**config.mk**
```make
export PLATFORM = sky130hd
export DESIGN_NAME = smsdac_seg_enc
export DESIGN_NICKNAME = d
export VERILOG_FILES = /design/src/rtl/smsdac_pkg.sv /design/src/rtl/smsdac_layer.sv /design/src/rtl/smsdac_seg_enc.sv
export SDC_FILE = /design/constraint.sdc
export NUM_CORES = 1
export LEC_CHECK = 0
export CAP_MARGIN = 20
export CORE_MARGIN = 2
export CORE_UTILIZATION = 50
export DETAILED_ROUTE_END_ITERATION = 10
export PLACE_DENSITY = 0.77
export SYNTH_ARGS = -nofsm -noshare
export SYNTH_HDL_FRONTEND = slang
export SYNTH_SLANG_ARGS = --single-unit
```
**constraint.sdc**
```tcl
create_clock -name clk -period 1 [get_ports clk]
set_input_delay 0.2 -clock clk [delete_from_list [all_inputs] [get_ports clk]]
set_output_delay 0.2 -clock clk [all_outputs]
set_load 0.02 [all_outputs]
```
**src/rtl/smsdac_pkg.sv**
```systemverilog
// Shared types and constants for the segmented mismatch-shaping DAC encoder.
// The LFSR constants are only consumed when SMSDAC_DITHER_EN is defined.
package smsdac_pkg;

   // Per-layer shaper state, kept in {-1, 0, +1}.
   typedef logic signed [1:0] acc_t;

   localparam int unsigned LfsrWidth = 16;
   // Feedback taps for x^16+x^14+x^13+x^11+1 in right-shifting Fibonacci form.
   localparam logic [LfsrWidth-1:0] LfsrTaps = 16'h002D;
   localparam logic [LfsrWidth-1:0] LfsrSeed = 16'hACE1;

   // Largest representable code for a B-layer encoder: two elements per layer.
   function automatic int unsigned max_code(input int unsigned b);
      return 2 * ((1 << b) - 1);
   endfunction

endpackage

```
**src/rtl/smsdac_layer.sv**
```systemverilog
// One weight layer of the encoder: greedy count extraction, element drive
// selection and the first-order shaper accumulator for that element pair.
module smsdac_layer
   import smsdac_pkg::*;
#(
   parameter int unsigned K = 0,   // layer index, weight 2^K
   parameter int unsigned W = 5    // residual width
) (
   input  logic         clk,
   input  logic         rst_n,
   input  logic         en,
   input  logic         shape_en,
   input  logic         tie,
   input  logic [W-1:0] res_in,
   output logic [1:0]   c,
   output logic         a,
   output logic         b,
   output logic [W-1:0] res_out
);

   acc_t         acc_q, acc_d;
   logic [W-1:0] q;

   // Greedy split: take up to two units of weight 2^K, pass the rest down.
   always_comb begin
      q       = res_in >> K;
      c       = (q >= W'(2)) ? 2'd2 : q[1:0];
      res_out = res_in - (W'(c) << K);
   end

   // Element selection and shaper next state.
   always_comb begin
      a     = 1'b0;
      b     = 1'b0;
      acc_d = acc_q;
      unique case (c)
         2'd2: begin
            a = 1'b1;
            b = 1'b1;
         end
         2'd1: begin
            if (!shape_en)             a = 1'b1;
            else if (acc_q > 2'sd0)    b = 1'b1;
            else if (acc_q < 2'sd0)    a = 1'b1;
            else if (tie)              b = 1'b1;
            else                       a = 1'b1;
         end
         default: ;
      endcase
      // s = a - b; the accumulator range is closed under the choice rule.
      if (!shape_en)       acc_d = '0;
      else if (a && !b)    acc_d = acc_q + 2'sd1;
      else if (b && !a)    acc_d = acc_q - 2'sd1;
   end

   // Accumulator advances only on sample strobes.
   always_ff @(posedge clk or negedge rst_n) begin
      if (!rst_n)   acc_q <= '0;
      else if (en)  acc_q <= acc_d;
   end

endmodule

```
**src/rtl/smsdac_seg_enc.sv**
```systemverilog
// Segmented mismatch-shaping DAC encoder top: input saturation, B chained
// layers (MSB to LSB), registered element drives and saturation flag.
// Define SMSDAC_DITHER_EN to add the LFSR tie-break dither.
module smsdac_seg_enc
   import smsdac_pkg::*;
#(
   parameter int unsigned B = 4
) (
   input  logic         clk,
   input  logic         rst_n,
   input  logic [B:0]   x,
   input  logic         en,
   input  logic         shape_en,
   output logic [B-1:0] elem_a,
   output logic [B-1:0] elem_b,
   output logic         sat
);

   localparam int unsigned W = B + 1;
   localparam logic [W-1:0] MaxCode = W'(max_code(B));

   logic         over;
   logic [W-1:0] xs;
   logic [W-1:0] res [B+1];
   logic [1:0]   c_v [B];
   logic [B-1:0] a_v, b_v, tie_v;

   // Clamp the input code to full scale.
   always_comb begin
      over = (x > MaxCode);
      xs   = over ? MaxCode : x;
   end

   assign res[B] = xs;

`ifdef SMSDAC_DITHER_EN
   logic [LfsrWidth-1:0] lfsr_q, lfsr_d;

   // Fibonacci LFSR next state; the current value dithers this sample's ties.
   always_comb begin
      lfsr_d = {^(lfsr_q & LfsrTaps), lfsr_q[LfsrWidth-1:1]};
      tie_v  = lfsr_q[B-1:0];
   end

   // LFSR advances once per sample strobe.
   always_ff @(posedge clk or negedge rst_n) begin
      if (!rst_n)   lfsr_q <= LfsrSeed;
      else if (en)  lfsr_q <= lfsr_d;
   end
`else
   assign tie_v = '0;
`endif

   for (genvar k = 0; k < B; k++) begin : g_layer
      smsdac_layer #(
         .K (k),
         .W (W)
      ) u_layer (
         .clk      (clk),
         .rst_n    (rst_n),
         .en       (en),
         .shape_en (shape_en),
         .tie      (tie_v[k]),
         .res_in   (res[k+1]),
         .c        (c_v[k]),
         .a        (a_v[k]),
         .b        (b_v[k]),
         .res_out  (res[k])
      );
   end

   // Output registers, held while en is low.
   always_ff @(posedge clk or negedge rst_n) begin
      if (!rst_n) begin
         elem_a <= '0;
         elem_b <= '0;
         sat    <= 1'b0;
      end else if (en) begin
         elem_a <= a_v;
         elem_b <= b_v;
         sat    <= over;
      end
   end

endmodule

```
==> results of run 1 <==
[cell usage after synthesis]
library cell and number:
nand4_1 3, o221ai_1 2, a22o_1 1, o21ai_0 3, a31oi_1 5, and2_4 1, nor2_1 5, buf_2 1
ha_1 5, nor3b_1 1, nand3_1 2, a41oi_1 3, buf_4 3, nand3b_1 3, nand2b_1 4, o22ai_1 6
and3b_4 1, dfrtp_1 17, inv_1 15, a21oi_1 7, conb_1 1, a21boi_0 1, nand2_1 9, and4bb_2 1
nor3b_2 1, nand4b_1 1
[final cells by class]
class / count / share of cell area (%)
multi-input combinational: 67 / 34.8
clock inverter: 1 / 0.331
timing repair buffer: 43 / 29.4
clock buffer: 3 / 1.49
tap: 25 / 2.07
sequential: 17 / 28.2
inverter: 15 / 3.73
[per-stage QoR]
step           utilization (%)  hold slack (ns)  total power [W]  worst slack, ns  cells
4_1_cts                   81.2            0.234          0.00169           -0.183    165
6_report                  86.5            0.236          0.00173           -0.208    171
2_1_floorplan                -          -0.0956          0.00103           -0.421    103
3_3_place_gp              74.7            0.500          0.00124           -0.982    153
3_5_place_dp              74.7            0.510          0.00126            -1.02    153
5_1_grt                   86.5            0.241          0.00182           -0.240    171
[cells in the final DEF (no fill, tap or decap), types with 3 or more instances in the layout]
cell type and count:
nand2b_1 4, dfrtp_1 17, a31oi_1 5, a21oi_1 7, buf_4 20, buf_6 15, clkbuf_4 3, nand4_1 3
buf_12 3, ha_4 3, nand3b_1 3, inv_1 13, nor2_1 5, nand2_1 8, o22ai_1 6
[state kept, by name, summed over array words and instances, names as in the netlist]
signal                 count
elem_a                     4
sat                        1
elem_b                     4
g_layer.u_layer.acc_q      8
[worst max-delay path: stages]
cell and delay [ns]:
buf_6 0.10, nand4_1 0.08, and3b_4 0.21, and2_4 0.15
ha_4 0.20, nor3b_4 0.18, o21ai_1 0.08, a22o_1 0.19
[how the worst min path moves through the flow]
stage	to	slack, ns
6_report	g_layer[1].u_layer.acc_q[0]$_DFFE_PN0P_	0.24
5_1_grt	elem_a[1]$_DFFE_PN0P_	0.24
4_1_cts	g_layer[1].u_layer.acc_q[0]$_DFFE_PN0P_	0.23
3_5_place_dp	g_layer[3].u_layer.acc_q[1]$_DFFE_PN0P_	0.51
3_3_place_gp	g_layer[1].u_layer.acc_q[1]$_DFFE_PN0P_	0.50
2_1_floorplan	elem_a[0]$_DFFE_PN0P_	-0.1
[cells by family after synthesis]
group           Yosys count  synth area share [%]
flops                    17                  45.0
simple gates             32                  20.2
fa+ha+maj                 5                  6.61
compound gates           28                  18.9
other cells               1                 0.396
buf+inv                  19                  8.86
[power breakdown]
group / internal (W) / switching (W) / leakage (nW)
clock network: 0.000148 / 0.000220 / 0.0177
registers: 0.000746 / 0.0000544 / 0.217
logic: 0.000305 / 0.000256 / 0.449
[routing by layer]
layer	GRT usage (%)	up-vias	wire [µm]
li1	-	447	-
met1	28.0	457	1030
met2	40.0	30	1390
met3	3.40	2	108
met4	6.67	0	25
met5	0	-	0
[repair_timing]
item | CTS | global route
endpoints found under the setup margin | 22 | 23
pin swaps | 13 | 8
gates cloned | 0 | 1
setup buffers | 8 | 5
resized for setup | 80 | 6
==> metrics.txt, run 1 <==
GPL Wtd Cong=0.836; Synth cell types=26; CP startpoint=x[2]; Hold Buf Count CTS=0; worst setup path class=in -> reg; Post-DRT Antenna Nets=0; Worst R2R Path Depth=3; grt total ovfl=0; Setup Skew=0.00772 ns; I/O Buffers=17; Initial Utilization=54.2%; worst r2r src=g_layer[3].u_layer.acc_q[0]$_DFFE_PN0P_; critical path capture point type=flop; VDD IR max=0.000996 V; GRT Total Usage=22.5%; diode count=0; root buffer cell=clkbuf_4; Static Leak=0.683 nW; PnR worst setup slack=-0.208 ns; Total Wirelength=2.56 mm; Iteration-0 DRC Markers=42; reg-to-reg setup timing slack=-0.03 ns; CP max FO=4; largest net degree at the start of global routing=21; Power Density=1150 mW/mm²; Critical Path RT=1.19 ns; DRC viols=0; CP arrival=1.40 ns; CTS Buf Count=3; Routed wire per std cell=14.9 µm; final-report setup violation count=15; core footprint=0.00175 mm²; post-synthesis sequential area ratio=45.0%; row cnt=15; Hold WC Path Type=in -> async; initial antenna violation count=0; syn avg cell area=9.27 µm²; H-tree depth=1; Synth Register Bits=17; r2r endpoint=g_layer[3].u_layer.acc_q[0]$_DFFE_PN0P_; post-route setup TNS=-0.834 ns; Worst Setup Start Kind=input pin; vias in the first global route=794; Worst-Skew Late Latency=0.29 ns; Area contributors post-synth=dfrtp_1 (45%), ha_1 (6.6%), inv_1 (6.0%); drt first pass iters=4; Synth top area share=45.0%; Die Y=47.5 µm; clk sinks=17; Max Cap Viol=0; Synthesis Warnings=0; Fin. Hold Viols=0; fillers=99; FMAX=828 MHz; HPWL after DPL=1.55 mm; area of the multi-input gates=526 µm²; post-route cell area=0.00151 mm²; Cell Area, Synth=946 µm²; area grow syn2layout=59.7%; clock transition at the registers of the reported paths=0.11 ns; CTS tree=yes; Critical Path End=g_layer[0].u_layer.acc_q[0]$_DFFE_PN0P_; Final min period=1.21 ns; Tcrit/Tclk final=121%; IO Count=18; via count=936; die area=0.00226 mm²; register area=425 µm²; Synth Instances=102; failing checks=setup timing; share of layout cells above drive strength 1=39.0%; Slew Limit Fails=0; CTS Buffer Depth=2; first-pass GRT wire length=3.51 mm; DP Area=0.00130 mm²; Net count, final=161; RSZ-0062 raised after global routing=true; DIE WIDTH=47.5 µm; Synth area leader=dfrtp_1; DR vias/cell=5.47; status=finished with violations
(Power assumes the default switching activity.)
==> run 2, diff against run 1 <==
--- a/config.mk
+++ b/config.mk
@@ -7,9 +7,9 @@
 export LEC_CHECK = 0
 export CAP_MARGIN = 20
 export CORE_MARGIN = 2
-export CORE_UTILIZATION = 50
+export CORE_UTILIZATION = 54
 export DETAILED_ROUTE_END_ITERATION = 10
-export PLACE_DENSITY = 0.77
+export PLACE_DENSITY = 0.82
 export SYNTH_ARGS = -nofsm -noshare
 export SYNTH_HDL_FRONTEND = slang
 export SYNTH_SLANG_ARGS = --single-unit
==> constraint.sdc (replaced) <==
create_clock -name clk -period 1.6 [get_ports clk]
set_input_delay 0.32 -clock clk [delete_from_list [all_inputs] [get_ports clk]]
set_output_delay 0.32 -clock clk [all_outputs]
set_load 0.02 [all_outputs]
==> run 2 against run 1 <==
Against the previous run: the run now ends clean; die area fell by 6.8%; combinational power is 53% lower; sequential cell count stayed put; critical endpoint is now elem_b[0].
==> metrics.txt, run 2 (same netlist as run 1, synthesis figures left out) <==
status=finished, final reports clean (was finished with violations); Post-DRT Antenna Nets=0 (unchanged); die area=0.00210 mm² (was 0.00226 mm²); largest net degree at the start of global routing=18 (was 21); clk sinks=17 (unchanged); commonest cells after routing, fill and taps aside=dfrtp_1 (17), inv_1 (15), buf_4 (13), nand2_1 (9) (was buf_4 (20), dfrtp_1 (17), buf_6 (15), inv_1 (13), nand2_1 (8)); VDD IR max=0.000640 V (was 0.000996 V); max FFs per register=8 (unchanged); GPL Wtd Cong=0.746 (was 0.836); Tcrit/Tclk final=97.3%; HPWL after DPL=1.48 mm (was 1.55 mm); area of the multi-input gates=465 µm² (was 526 µm²); Critical Path RT=1.28 ns (was 1.19 ns); CP max FO=2 (was 4); critical path capture point type=output port (was flop); CTS Buffer Depth=2 (unchanged); share of layout cells above drive strength 1=19.9% (was 39.0%); drt first pass iters=4 (unchanged); Slew Limit Fails=0 (unchanged); initial antenna violation count=0 (unchanged); worst setup path class=reg -> out (was in -> reg); Initial Utilization=56.0% (was 54.2%); CTS Buf Count=3 (unchanged); Power Density=745 mW/mm² (was 1150 mW/mm²); crit-path cells=clkdlybuf4s50_1 (was buf_6, nand4_1, and3b_4, and2_4, ha_4, nor3b_4, o21ai_1, a22o_1); crit path buf inv count=1 (unchanged); IO Count=18 (unchanged); Hold WC Path Type=in -> async (unchanged); fillers=116 (was 99); area grow syn2layout=40.2% (was 59.7%); Worst Setup Start Kind=flop (was input pin); Setup Skew=0.00526 ns (was 0.00772 ns); diode count=0 (unchanged); FMAX=642 MHz; first-pass GRT wire length=3.26 mm (was 3.51 mm); top flop regs=g_layer.u_layer.acc_q: 8 flops, elem_a: 4 flops, elem_b: 4 flops (unchanged); vias in the first global route=756 (was 794); DRC viols=0 (unchanged); final-report setup violation count=0 (was 15); Worst-Skew Late Latency=0.29 ns (about the same); register area=425 µm² (unchanged); root buffer cell=clkbuf_4 (unchanged); GRT Total Usage=21.2% (was 22.5%); I/O Buffers=17 (unchanged); DP Cell Count=149 (was 153); post-route insts no fill=153 (was 171); row cnt=15 (unchanged); H-tree depth=1 (unchanged); post-route cell area=0.00133 mm² (was 0.00151 mm²); Final min period=1.56 ns; Post-CTS Setup Repair Bufs=0 (was 8); DP Area=0.00126 mm² (was 0.00130 mm²); Fin. Hold Viols=0 (unchanged); Total Wirelength=2.01 mm (was 2.56 mm); CP delay by family, top=buffers and inverters (was simple AND/OR/NAND/NOR gates); register with the most flip-flops=g_layer.u_layer.acc_q (unchanged); grt total ovfl=0 (unchanged); max incr delay on CP=0.60 ns (was 0.21 ns); Net count, final=151 (was 161); Crit-path slowest cell=clkdlybuf4s50_1 (was and3b_4); Hold Buf Count CTS=0 (unchanged); clock transition at the registers of the reported paths=0.10 ns (was 0.11 ns); Static Leak=0.651 nW (was 0.683 nW); Iteration-0 DRC Markers=8 (was 42); via count=856 (was 936); Die Y=45.9 µm (was 47.5 µm); Routed wire per std cell=13.1 µm (was 14.9 µm); DR vias/cell=5.59 (was 5.47); CTS tree=yes (unchanged); commonest non-fill, non-tap cell in the layout=dfrtp_1 (was buf_4); Max Cap Viol=0 (unchanged); core footprint=0.00169 mm² (was 0.00175 mm²); CP arrival=1.24 ns (was 1.40 ns); DIE WIDTH=45.9 µm (was 47.5 µm)
[run 2: area by class of cell]
cell class,count,share of cell area (%)
inverters,15,4.25
clock buffers,4,1.98
well taps,17,1.60
multi-input cells,67,35.1
repair buffers,33,25.0
flip-flops and latches,17,32.1
[run 2: timing repair]
item                                    CTS  global route
gates resized for setup                   7            10
pin swaps                                 2             4
endpoints found under the setup margin    7            10
cloned                                    0             0
[run 2: path summary, 6_finish.rpt]
check                                                        start                                       to  slack, ns  cells past startpoint
min in group clk           g_layer[2].u_layer.acc_q[0]$_DFFE_PN0P_  g_layer[2].u_layer.acc_q[1]$_DFFE_PN0P_       0.50                      1
max                                          elem_b[0]$_DFFE_PN0P_                                elem_b[0]       0.04                      1
min reg2reg                g_layer[2].u_layer.acc_q[0]$_DFFE_PN0P_  g_layer[2].u_layer.acc_q[1]$_DFFE_PN0P_       0.50                      1
min                                                          rst_n                    elem_b[1]$_DFFE_PN0P_       0.35                      2
max in group asynchronous                                    rst_n  g_layer[0].u_layer.acc_q[0]$_DFFE_PN0P_       1.06                      2
max reg2reg                g_layer[3].u_layer.acc_q[0]$_DFFE_PN0P_  g_layer[3].u_layer.acc_q[0]$_DFFE_PN0P_       0.62                      3
[run 2: power by group]
part / switching [W] / internal (W)
Combinational: 0.000132 / 0.000132
Clock: 0.000135 / 0.0000969
Sequential: 0.0000269 / 0.000466
[run 2: per-layer routing]
layer,wire [µm],GRT usage [%]
met2,992,33.6
met4,38,9.14
met3,82,2.38
met1,898,29.1
met5,0,0
[run 2: metrics by stage]
stage	total power [W]	TNS [ns]	util (%)	hold slack (ns)	setup slack, ns
CTS	0.000995	0	76.8	0.350	0.00750
global placement	0.000756	-3.01	74.5	0.483	-0.498
floorplan	0.000632	0	-	0.0244	0.00236
detailed placement	0.000765	-3.43	74.5	0.486	-0.551
finish	0.000988	0	78.5	0.348	0.0436
global route	0.00105	-0.00265	78.5	0.362	-0.00265
==> run 3, diff against run 2 <==
--- a/config.mk
+++ b/config.mk
@@ -8,6 +8,7 @@
 export CAP_MARGIN = 20
 export CORE_MARGIN = 2
 export CORE_UTILIZATION = 54
+export CTS_CLUSTER_DIAMETER = 150
 export DETAILED_ROUTE_END_ITERATION = 10
 export PLACE_DENSITY = 0.82
 export SYNTH_ARGS = -nofsm -noshare
==> results of run 3 <==
No change in the layout: final DEF, timing and power equal those of run 2.
